`config.mk`:
```
export PLATFORM = sky130hd
export DESIGN_NAME = mul_share_arb_flat
export DESIGN_NICKNAME = d
export VERILOG_FILES = /design/src/rtl/mul_share_arb_if.sv /design/src/rtl/mul_share_arb.sv /design/src/flat_wrapper.sv
export SDC_FILE = /design/constraint.sdc
export NUM_CORES = 1
export LEC_CHECK = 0
export CORE_AREA = 4 4 229 231
export CTS_CLUSTER_DIAMETER = 150
export DETAILED_ROUTE_END_ITERATION = 8
export DIE_AREA = 0 0 233 235
export PLACE_DENSITY_LB_ADDON = 0.12
export SLEW_MARGIN = 10
export SYNTH_ARGS = -nofsm -noshare
export SYNTH_HDL_FRONTEND = slang
export SYNTH_SLANG_ARGS = --single-unit
```
`constraint.sdc`:
```
create_clock -name clk -period 2.9 [get_ports clk]
set_input_delay 0.58 -clock clk [delete_from_list [all_inputs] [get_ports clk]]
set_output_delay 0.58 -clock clk [all_outputs]
set_load 0.02 [all_outputs]
```
`src/rtl/mul_share_arb_if.sv`:
```
// Request, multiplier-tree and response signals shared between the mul_share_arb
// arbiter (slave side) and its requesters / multiplier tree (master side).
interface mul_share_arb_if #(
    parameter int W = 58
);
    logic           m_req_valid;
    logic           m_req_ready;
    logic [W-1:0]   m_a;
    logic [W-1:0]   m_b;

    logic           d_req_valid;
    logic           d_req_ready;
    logic [W-1:0]   d_a;
    logic [W-1:0]   d_b;
    logic           d_lock;

    logic [W-1:0]   mul_a;
    logic [W-1:0]   mul_b;
    logic [2*W-1:0] mul_p;

    logic           m_rsp_valid;
    logic           d_rsp_valid;
    logic [2*W-1:0] rsp_p;
    logic           busy;

    modport master (
        output m_req_valid, m_a, m_b,
        output d_req_valid, d_a, d_b, d_lock,
        output mul_p,
        input  m_req_ready, d_req_ready,
        input  mul_a, mul_b,
        input  m_rsp_valid, d_rsp_valid, rsp_p, busy
    );

    modport slave (
        input  m_req_valid, m_a, m_b,
        input  d_req_valid, d_a, d_b, d_lock,
        input  mul_p,
        output m_req_ready, d_req_ready,
        output mul_a, mul_b,
        output m_rsp_valid, d_rsp_valid, rsp_p, busy
    );
endinterface

```
`src/rtl/mul_share_arb.sv`:
```
// Shares one W x W multiplier tree between the FP multiply path (M) and the divide
// sequencer (D). Optional lock-length limit: `define MUL_ARB_LOCK_LIMIT_EN.
module mul_share_arb #(
    parameter int W        = 58,
    parameter int LAT      = 1,
    parameter int LOCK_MAX = 16
) (
    input  logic           clk,
    input  logic           rst_n,
    mul_share_arb_if.slave bus
);

    if (LAT < 1 || LOCK_MAX < 1) begin : g_bad_param
        $error("mul_share_arb: LAT and LOCK_MAX must both be >= 1");
    end

    typedef enum logic [0:0] {
        ST_RR     = 1'b0,
        ST_LOCK_D = 1'b1
    } state_t;

    state_t         state;
    state_t         state_nxt;
    logic           prio_d;
    logic           prio_d_nxt;
    logic           grant_m;
    logic           grant_d;
    logic           accept;
    logic           lock_force;

    logic [W-1:0]   op_a;
    logic [W-1:0]   op_b;
    logic [W-1:0]   opa_p0;
    logic [W-1:0]   opb_p0;
    logic [LAT:0]   vld_p;
    logic [LAT:0]   tag_p;
    logic [2*W-1:0] prod_out;

`ifdef MUL_ARB_LOCK_LIMIT_EN
    localparam int               CNT_W     = $clog2(LOCK_MAX + 1);
    localparam logic [CNT_W-1:0] LOCK_LAST = CNT_W'(LOCK_MAX - 1);

    logic [CNT_W-1:0] lock_cnt;

    // Counts LOCK_D cycles already spent; saturates so a starved lock stays forcible.
    always_ff @(posedge clk or negedge rst_n) begin
        if (!rst_n) begin
            lock_cnt <= '0;
        end else if (state != ST_LOCK_D) begin
            lock_cnt <= '0;
        end else if (lock_cnt != LOCK_LAST) begin
            lock_cnt <= lock_cnt + CNT_W'(1);
        end
    end

    assign lock_force = (lock_cnt == LOCK_LAST) && bus.m_req_valid;
`else
    assign lock_force = 1'b0;
`endif

    always_ff @(posedge clk or negedge rst_n) begin
        if (!rst_n) begin
            state  <= ST_RR;
            prio_d <= 1'b1;
        end else begin
            state  <= state_nxt;
            prio_d <= prio_d_nxt;
        end
    end

    always_comb begin
        state_nxt  = state;
        prio_d_nxt = prio_d;
        grant_m    = 1'b0;
        grant_d    = 1'b0;
        unique case (state)
            ST_RR: begin
                if (bus.d_req_valid && (prio_d || !bus.m_req_valid)) begin
                    grant_d = 1'b1;
                end else if (bus.m_req_valid) begin
                    grant_m = 1'b1;
                end
                if (grant_d) begin
                    prio_d_nxt = 1'b0;
                    if (bus.d_lock) begin
                        state_nxt = ST_LOCK_D;
                    end
                end else if (grant_m) begin
                    prio_d_nxt = 1'b1;
                end
            end
            ST_LOCK_D: begin
                // D may still issue in the cycle it releases the lock.
                grant_d = bus.d_req_valid;
                if (!bus.d_lock || lock_force) begin
                    state_nxt  = ST_RR;
                    prio_d_nxt = 1'b0;
                end
            end
            default: begin
                state_nxt = ST_RR;
            end
        endcase
    end

    assign accept          = grant_m | grant_d;
    assign bus.m_req_ready = grant_m;
    assign bus.d_req_ready = grant_d;

    assign op_a = grant_d ? bus.d_a : bus.m_a;
    assign op_b = grant_d ? bus.d_b : bus.m_b;

    // Stage p0: operands presented to the multiplier tree; they hold between accepts.
    always_ff @(posedge clk or negedge rst_n) begin
        if (!rst_n) begin
            opa_p0 <= '0;
            opb_p0 <= '0;
        end else if (accept) begin
            opa_p0 <= op_a;
            opb_p0 <= op_b;
        end
    end

    // Tag pipe: bit k is the op accepted k+1 cycles ago; tag 1 means it belongs to D.
    always_ff @(posedge clk or negedge rst_n) begin
        if (!rst_n) begin
            vld_p <= '0;
            tag_p <= '0;
        end else begin
            vld_p <= {vld_p[LAT-1:0], accept};
            tag_p <= {tag_p[LAT-1:0], grant_d};
        end
    end

    // Stage LAT: product is valid on mul_p, capture it for the response pulse.
    always_ff @(posedge clk or negedge rst_n) begin
        if (!rst_n) begin
            prod_out <= '0;
        end else if (vld_p[LAT-1]) begin
            prod_out <= bus.mul_p;
        end
    end

    assign bus.mul_a       = opa_p0;
    assign bus.mul_b       = opb_p0;
    assign bus.rsp_p       = prod_out;
    assign bus.m_rsp_valid = vld_p[LAT] & ~tag_p[LAT];
    assign bus.d_rsp_valid = vld_p[LAT] & tag_p[LAT];
    assign bus.busy        = (|vld_p) | (state == ST_LOCK_D);

endmodule

```
`src/flat_wrapper.sv`:
```
// flat-port wrapper written by rule: the top's interface ports become plain ports
module mul_share_arb_flat 
#(
    parameter int W        = 58,
    parameter int LAT      = 1,
    parameter int LOCK_MAX = 16
)
  (clk, rst_n, bus_m_req_valid, bus_m_a, bus_m_b, bus_d_req_valid, bus_d_a, bus_d_b, bus_d_lock, bus_mul_p, bus_m_req_ready, bus_d_req_ready, bus_mul_a, bus_mul_b, bus_m_rsp_valid, bus_d_rsp_valid, bus_rsp_p, bus_busy);
  mul_share_arb_if #(.W(W)) bus_i ();
  input  logic clk;
  input  logic rst_n;
  input wire logic [$bits(bus_i.m_req_valid)-1:0] bus_m_req_valid;
  input wire logic [$bits(bus_i.m_a)-1:0] bus_m_a;
  input wire logic [$bits(bus_i.m_b)-1:0] bus_m_b;
  input wire logic [$bits(bus_i.d_req_valid)-1:0] bus_d_req_valid;
  input wire logic [$bits(bus_i.d_a)-1:0] bus_d_a;
  input wire logic [$bits(bus_i.d_b)-1:0] bus_d_b;
  input wire logic [$bits(bus_i.d_lock)-1:0] bus_d_lock;
  input wire logic [$bits(bus_i.mul_p)-1:0] bus_mul_p;
  output wire logic [$bits(bus_i.m_req_ready)-1:0] bus_m_req_ready;
  output wire logic [$bits(bus_i.d_req_ready)-1:0] bus_d_req_ready;
  output wire logic [$bits(bus_i.mul_a)-1:0] bus_mul_a;
  output wire logic [$bits(bus_i.mul_b)-1:0] bus_mul_b;
  output wire logic [$bits(bus_i.m_rsp_valid)-1:0] bus_m_rsp_valid;
  output wire logic [$bits(bus_i.d_rsp_valid)-1:0] bus_d_rsp_valid;
  output wire logic [$bits(bus_i.rsp_p)-1:0] bus_rsp_p;
  output wire logic [$bits(bus_i.busy)-1:0] bus_busy;
  assign bus_i.m_req_valid = bus_m_req_valid;
  assign bus_i.m_a = bus_m_a;
  assign bus_i.m_b = bus_m_b;
  assign bus_i.d_req_valid = bus_d_req_valid;
  assign bus_i.d_a = bus_d_a;
  assign bus_i.d_b = bus_d_b;
  assign bus_i.d_lock = bus_d_lock;
  assign bus_i.mul_p = bus_mul_p;
  assign bus_m_req_ready = bus_i.m_req_ready;
  assign bus_d_req_ready = bus_i.d_req_ready;
  assign bus_mul_a = bus_i.mul_a;
  assign bus_mul_b = bus_i.mul_b;
  assign bus_m_rsp_valid = bus_i.m_rsp_valid;
  assign bus_d_rsp_valid = bus_i.d_rsp_valid;
  assign bus_rsp_p = bus_i.rsp_p;
  assign bus_busy = bus_i.busy;
  mul_share_arb #(.W(W), .LAT(LAT), .LOCK_MAX(LOCK_MAX)) u_core (.clk(clk), .rst_n(rst_n), .bus(bus_i));
endmodule
```
After elaboration in Yosys (flattened, before gate mapping)

Cells that the tools add are included.

Bits of input ports: 353
Output and inout bits: 237
Register bits after elaboration: 238
Logic and storage cells: 36

Reduce and logical (&&, ||, !) cells: 5
Muxes and demuxes: 16
Bitwise gates (word level): 6
Eq/ne operators: 2

Operators with widths:

| kind                 | number |
|---|---|
| $mux W58             | 2 |
| $mux W1              | 11 |
| $pmux W1 S2          | 3 |
| $ne A3 B1 Y1 const B | 1 |
| $and A1 B1 Y1        | 2 |
| $ne A2 B2 Y1 const B | 1 |
| $not A1 Y1           | 2 |
| $or A1 B1 Y1         | 2 |
| $reduce_and A2 Y1    | 1 |
| $reduce_or A2 Y1     | 1 |
| $logic_and A1 B1 Y1  | 1 |
| $logic_not A1 Y1     | 1 |
| $logic_or A1 B1 Y1   | 1 |

Depth between registers and ports, before layout

Gate-level depths: netlist (run 1).

Word-level depth: 8
Mapped depth: 6
Depth with buffers taken out: 3

Worst setup path before layout (run 1)

No wires, ideal clock.

Path type: register -> output
Start point: register u_core.vld_p[0]
End point: output bus_busy
Data required time: 2320 ps
Arrival time: 1277 ps
Path slack: 1043 ps
Cell stages (with the launch flop): 5
Cells stage by stage: dfrtp_1 > clkbuf_1 > buf_2 > buf_2 > or3_1

Cells in the longest elaborated chain, start to end: 2

RTL lines:

| item                   | line                 | RTL |
|---|---|---|
| from (decl)            | mul_share_arb.sv:35  | `logic [LAT:0] vld_p;` |
| from (signal assigned) | mul_share_arb.sv:130 | `vld_p <= {vld_p[LAT-1:0], accept};` |
| $reduce_or A2 Y1       | mul_share_arb.sv:149 | `assign bus.busy = (\|vld_p) \| (state == ST_LOCK_D);` |
| $or A1 B1 Y1           | mul_share_arb.sv:149 |  |
| to (decl)              | flat_wrapper.sv:27   | `output wire logic [$bits(bus_i.busy)-1:0] bus_busy;` |

Every way passes these cells.

Worst setup path in the final report (run 1)

Start point: input bus_d_req_valid
End point: output bus_d_req_ready

Cells in the longest elaborated chain, start to end: 4

RTL lines:

| item                | line                | RTL |
|---|---|---|
| from (decl)         | flat_wrapper.sv:15  | `input wire logic [$bits(bus_i.d_req_valid)-1:0] bus_d_req_valid;` |
| $logic_and A1 B1 Y1 | mul_share_arb.sv:78 | `if (bus.d_req_valid && (prio_d \|\| !bus.m_req_valid)) begin` |
| $mux W1             | mul_share_arb.sv:78 |  |
| $mux W1             | mul_share_arb.sv:76 | `unique case (state)` |
| $pmux W1 S2 *       | mul_share_arb.sv:76 |  |
| to (decl)           | flat_wrapper.sv:21  | `output wire logic [$bits(bus_i.d_req_ready)-1:0] bus_d_req_ready;` |

Mark *: on every way between the ends. The rest lies on a longest branch, timed or not. The select of a mux whose other input is x is not followed.

==> results of run 1 <==
==> stage by stage <==
step,instances,hold slack (ps)
2_1_floorplan,883,284
4_1_cts,2159,352
6_report,2164,349
3_3_place_gp,2103,332
3_5_place_dp,2103,336
5_1_grt,2164,362
==> area by class of cell <==
class	count	area [um2]
Antenna cell	5	12.5
Tap cell	672	841
Timing Repair Buffer	600	6090
Multi-Input combinational cell	245	2580
Sequential cell	238	5960
Clock inverter	4	76.3
Clock buffer	51	941
Inverter	349	1310
Fill cell	5178	32300
==> metal layers <==
metal / global-route usage [%] / share of wire (%) / wire, um
met2: 27.1 / 53 / 22500
met5: 0 / 0.12 / 51
met3: 4.94 / 8.8 / 3750
met4: 4.38 / 2.7 / 1140
met1: 16.4 / 36 / 15300
==> timing repair <==
action / CTS / global route
endpoints found under the hold margin: 56 / 0
hold buffers: 1 / 0
resized for setup: 0 / 0
==> synth_stat cells <==
library cell,count
a31o_2,1
buf_1,1
buf_2,20
inv_1,349
mux2_2,116
and2_1,1
buf_6,5
nor2b_1,3
nand2b_4,1
a21oi_2,1
or3_1,1
nand2b_1,2
dfrtp_1,237
o21a_1,1
a222oi_1,116
clkbuf_1,25
dfstp_2,1
a21oi_1,2
==> power breakdown <==
| group | internal [uW] | total (uW) | switching (uW) |
|---|---|---|---|
| registers | 3760 | 3990 | 231 |
| logic | 1540 | 2960 | 1420 |
| clock network | 2360 | 3900 | 1530 |
| total | 7660 | 10800 | 3180 |
==> worst register-to-register path, cell delays in order, from the launching register on <==
cell,delay (ps)
dfrtp_1,430
nand2b_4,190
a21oi_4,150
buf_12,470
a222oi_1,320
==> worst paths after layout <==
kind                                        endpoint  slack, ps  cells past startpoint
worst max-delay path                 bus_d_req_ready        250                      3
worst min-delay path                 u_core.tag_p[1]        350                      0
worst max register to register  u_core.bus.mul_b[57]       1160                      4
worst min register to register       u_core.tag_p[1]        350                      0
max in group asynchronous              u_core.prio_d       1560                      3
min in group asynchronous       u_core.bus.rsp_p[65]        540                      2
==> flip-flops by register name (all words and copies together), names as in the netlist <==
signal,cells
u_core.bus.rsp_p,116
u_core.vld_p,2
u_core.bus.mul_b,58
u_core.tag_p,2
u_core.prio_d,1
u_core.state,1
u_core.bus.mul_a,58
==> cell families (layout without fill, tap and decap cells) <==
logic type | count (synthesis) | count (layout) | share of synthesized area [%]
flops | 238 | 238 | 59.1
other cells | 0 | 5 | 0
simple gates | 8 | 8 | 0.571
compound gates | 121 | 121 | 11.9
mux | 116 | 116 | 13.0
buf+inv | 400 | 1004 | 15.5
==> out/qor.log, run 1 <==
qor: grt.largest_net_degree_at_the_start_of_global_routing 118
qor: timing.max_slew.worst_pin.slew 850 ps
qor: critical_path.crit_family buffers and inverters
qor: min_path.hold_start u_core.tag_p[0]
qor: place.gpl.final_weighted_congestion 0.772
qor: clock_network.cts_buffers 31
qor: synthesis.synth_top_area_share 58.8%
qor: timing.finalSetupViolCount 0
qor: min_path.timing.hold.worst.class flop to flop
qor: detailed_routing.detail-route-antenna-nets 0
qor: final_layout.syn_to_final_growth 76.7%
qor: floorplan.die_h 235 um
qor: clock_network.clock-root-buffer clkbuf_16
qor: floorplan.placeableCoreArea 50100 um2
qor: critical_path.cpMaxStageDelayCell clkdlybuf4s50_1
qor: final_layout.nNetsFinal 1818
qor: critical_path.worst_setup_path_start_kind input port
qor: place.placedInstanceArea 16800 um2
qor: synthesis.synthesis_stage_register_bit_count 238
qor: power.peakVddDrop 0.394 mV
qor: flow_run.maxCapViolations 0
qor: synthesis.ys_seq_area_share 59.1%
qor: grt.gr-total-overflow 0
qor: final_layout.leading_cell_types_in_the_layout_fill_and_taps_excluded clkdlybuf4s50_1 (588), inv_1 (349), dfrtp_1 (236)
qor: timing.final.setup_skew 14.9 ps
qor: outcome.outcome completed
qor: final_layout.layout.cells.most_common clkdlybuf4s50_1
qor: clock_network.cts_htree_levels 1
qor: place.port-buffer-count 589
qor: final_layout.drive_gt1_share 12.0%
qor: final_layout.finalInstanceArea 17800 um2
qor: critical_path.worst_path_most_repeated_cell clkdlybuf4s50_1
qor: clock_network.cts.reportedPaths.clkPinSlew 60 ps
qor: critical_path.worst_setup_path_end_kind output pin
qor: floorplan.std_cell_rows 82
qor: synthesis.yosys_warnings 0
qor: synthesis.synthesis.nets 1236
qor: synthesis.post-synth-top-area-cell dfrtp_1
qor: critical_path.critPathMaxStageDelay 680 ps
qor: synthesis.synth_area_leaders dfrtp_1 (59%), inv_1 (13%), mux2_2 (13%)
qor: timing.final.setup.worst_slack 247 ps
qor: power.power_leakage 0.00834 uW
qor: critical_path.reg2reg_from u_core.state
qor: detailed_routing.routed_wl 42800 um
qor: detailed_routing.first_iter_violations 746
qor: timing.finalWorstPathRequiredPeriod 2650 ps
qor: floorplan.initial_core_util 20.1%
qor: detailed_routing.drt-pass1-iter-count 8
qor: timing.grt_setup_unrepaired false
qor: timing.slew_headroom 43.3%
qor: critical_path.cp.arrival 2070 ps
qor: floorplan.i_o_pins 590
qor: floorplan.floorplan.die_area 54800 um2
qor: detailed_routing.route.vias.total 8785
qor: critical_path.setup.worst_path.class input port to output pin
qor: detailed_routing.wl_per_cell 19.8 um
qor: grt.global_route.usage.total 14.9%
qor: clock_network.tritoncts done
qor: synthesis.synthesis.area_per_instance 11.4 um2
qor: grt.antenna_found_initial 9
qor: critical_path.critPathBufInv 2
qor: timing.min_period_over_period 91.5%
qor: place.dpl.hpwl 31000 um
qor: place.dpl_worst_slack 264 ps
qor: detailed_routing.drt-vias-per-instance 4.06
qor: critical_path.origin_of_the_worst_setup_path bus_d_req_valid
qor: timing.number_of_hold_violations_in_the_final_report 0
qor: synthesis.synthCells 883
qor: power.report.power.total 10800 uW
qor: timing.final-max-slew-violation-count 0
qor: critical_path.timing.critical_path.cells clkdlybuf4s50_1, o21a_4, clkdlybuf4s50_1
qor: clock_network.clk-insertion-delay-late 570 ps
qor: clock_network.post-cts-setup-buffers 0
qor: grt.grt_pass1_vias 9290
qor: power.pwr_density_cell 609 nW/um2
qor: detailed_routing.drc 0
qor: grt.wire_length_of_the_first_global_routing_pass 62600 um
qor: critical_path.required 2320 ps
qor: timing.totalNegativeSetupSlack 0 ps
qor: synthesis.synth_cell_types 18
qor: final_layout.final_core_util 35.6%
qor: clock_network.cts.sink_count 238
qor: clock_network.clock_path_buffers 3
qor: synthesis.synthesis.area 10100 um2
qor: critical_path.timing.critical_path.fanout_max 5
qor: floorplan.fp.dieW 233 um
qor: timing.clock.fmax 377 MHz
Power figures use the tool's default switching activity.
==> run 2: changes to the inputs <==
--- a/config.mk
+++ b/config.mk
@@ -5,11 +5,14 @@
 export SDC_FILE = /design/constraint.sdc
 export NUM_CORES = 1
 export LEC_CHECK = 0
+export ABC_AREA = 0
 export CORE_AREA = 4 4 229 231
 export CTS_CLUSTER_DIAMETER = 150
 export DETAILED_ROUTE_END_ITERATION = 8
 export DIE_AREA = 0 0 233 235
 export PLACE_DENSITY_LB_ADDON = 0.12
+export SETUP_SLACK_MARGIN = 0.2
+export SKIP_LAST_GASP = 1
 export SLEW_MARGIN = 10
 export SYNTH_ARGS = -nofsm -noshare
 export SYNTH_HDL_FRONTEND = slang
==> results of run 2 <==
Final layout, timing and power as in run 1 (identical DEF).
==> run 3: changes to the inputs <==
--- a/config.mk
+++ b/config.mk
@@ -10,6 +10,7 @@
 export CTS_CLUSTER_DIAMETER = 150
 export DETAILED_ROUTE_END_ITERATION = 8
 export DIE_AREA = 0 0 233 235
+export HOLD_SLACK_MARGIN = 0.03
 export PLACE_DENSITY_LB_ADDON = 0.12
 export SETUP_SLACK_MARGIN = 0.2
 export SKIP_LAST_GASP = 1
==> results of run 3 <==
Final layout, timing and power as in run 1 (identical DEF).
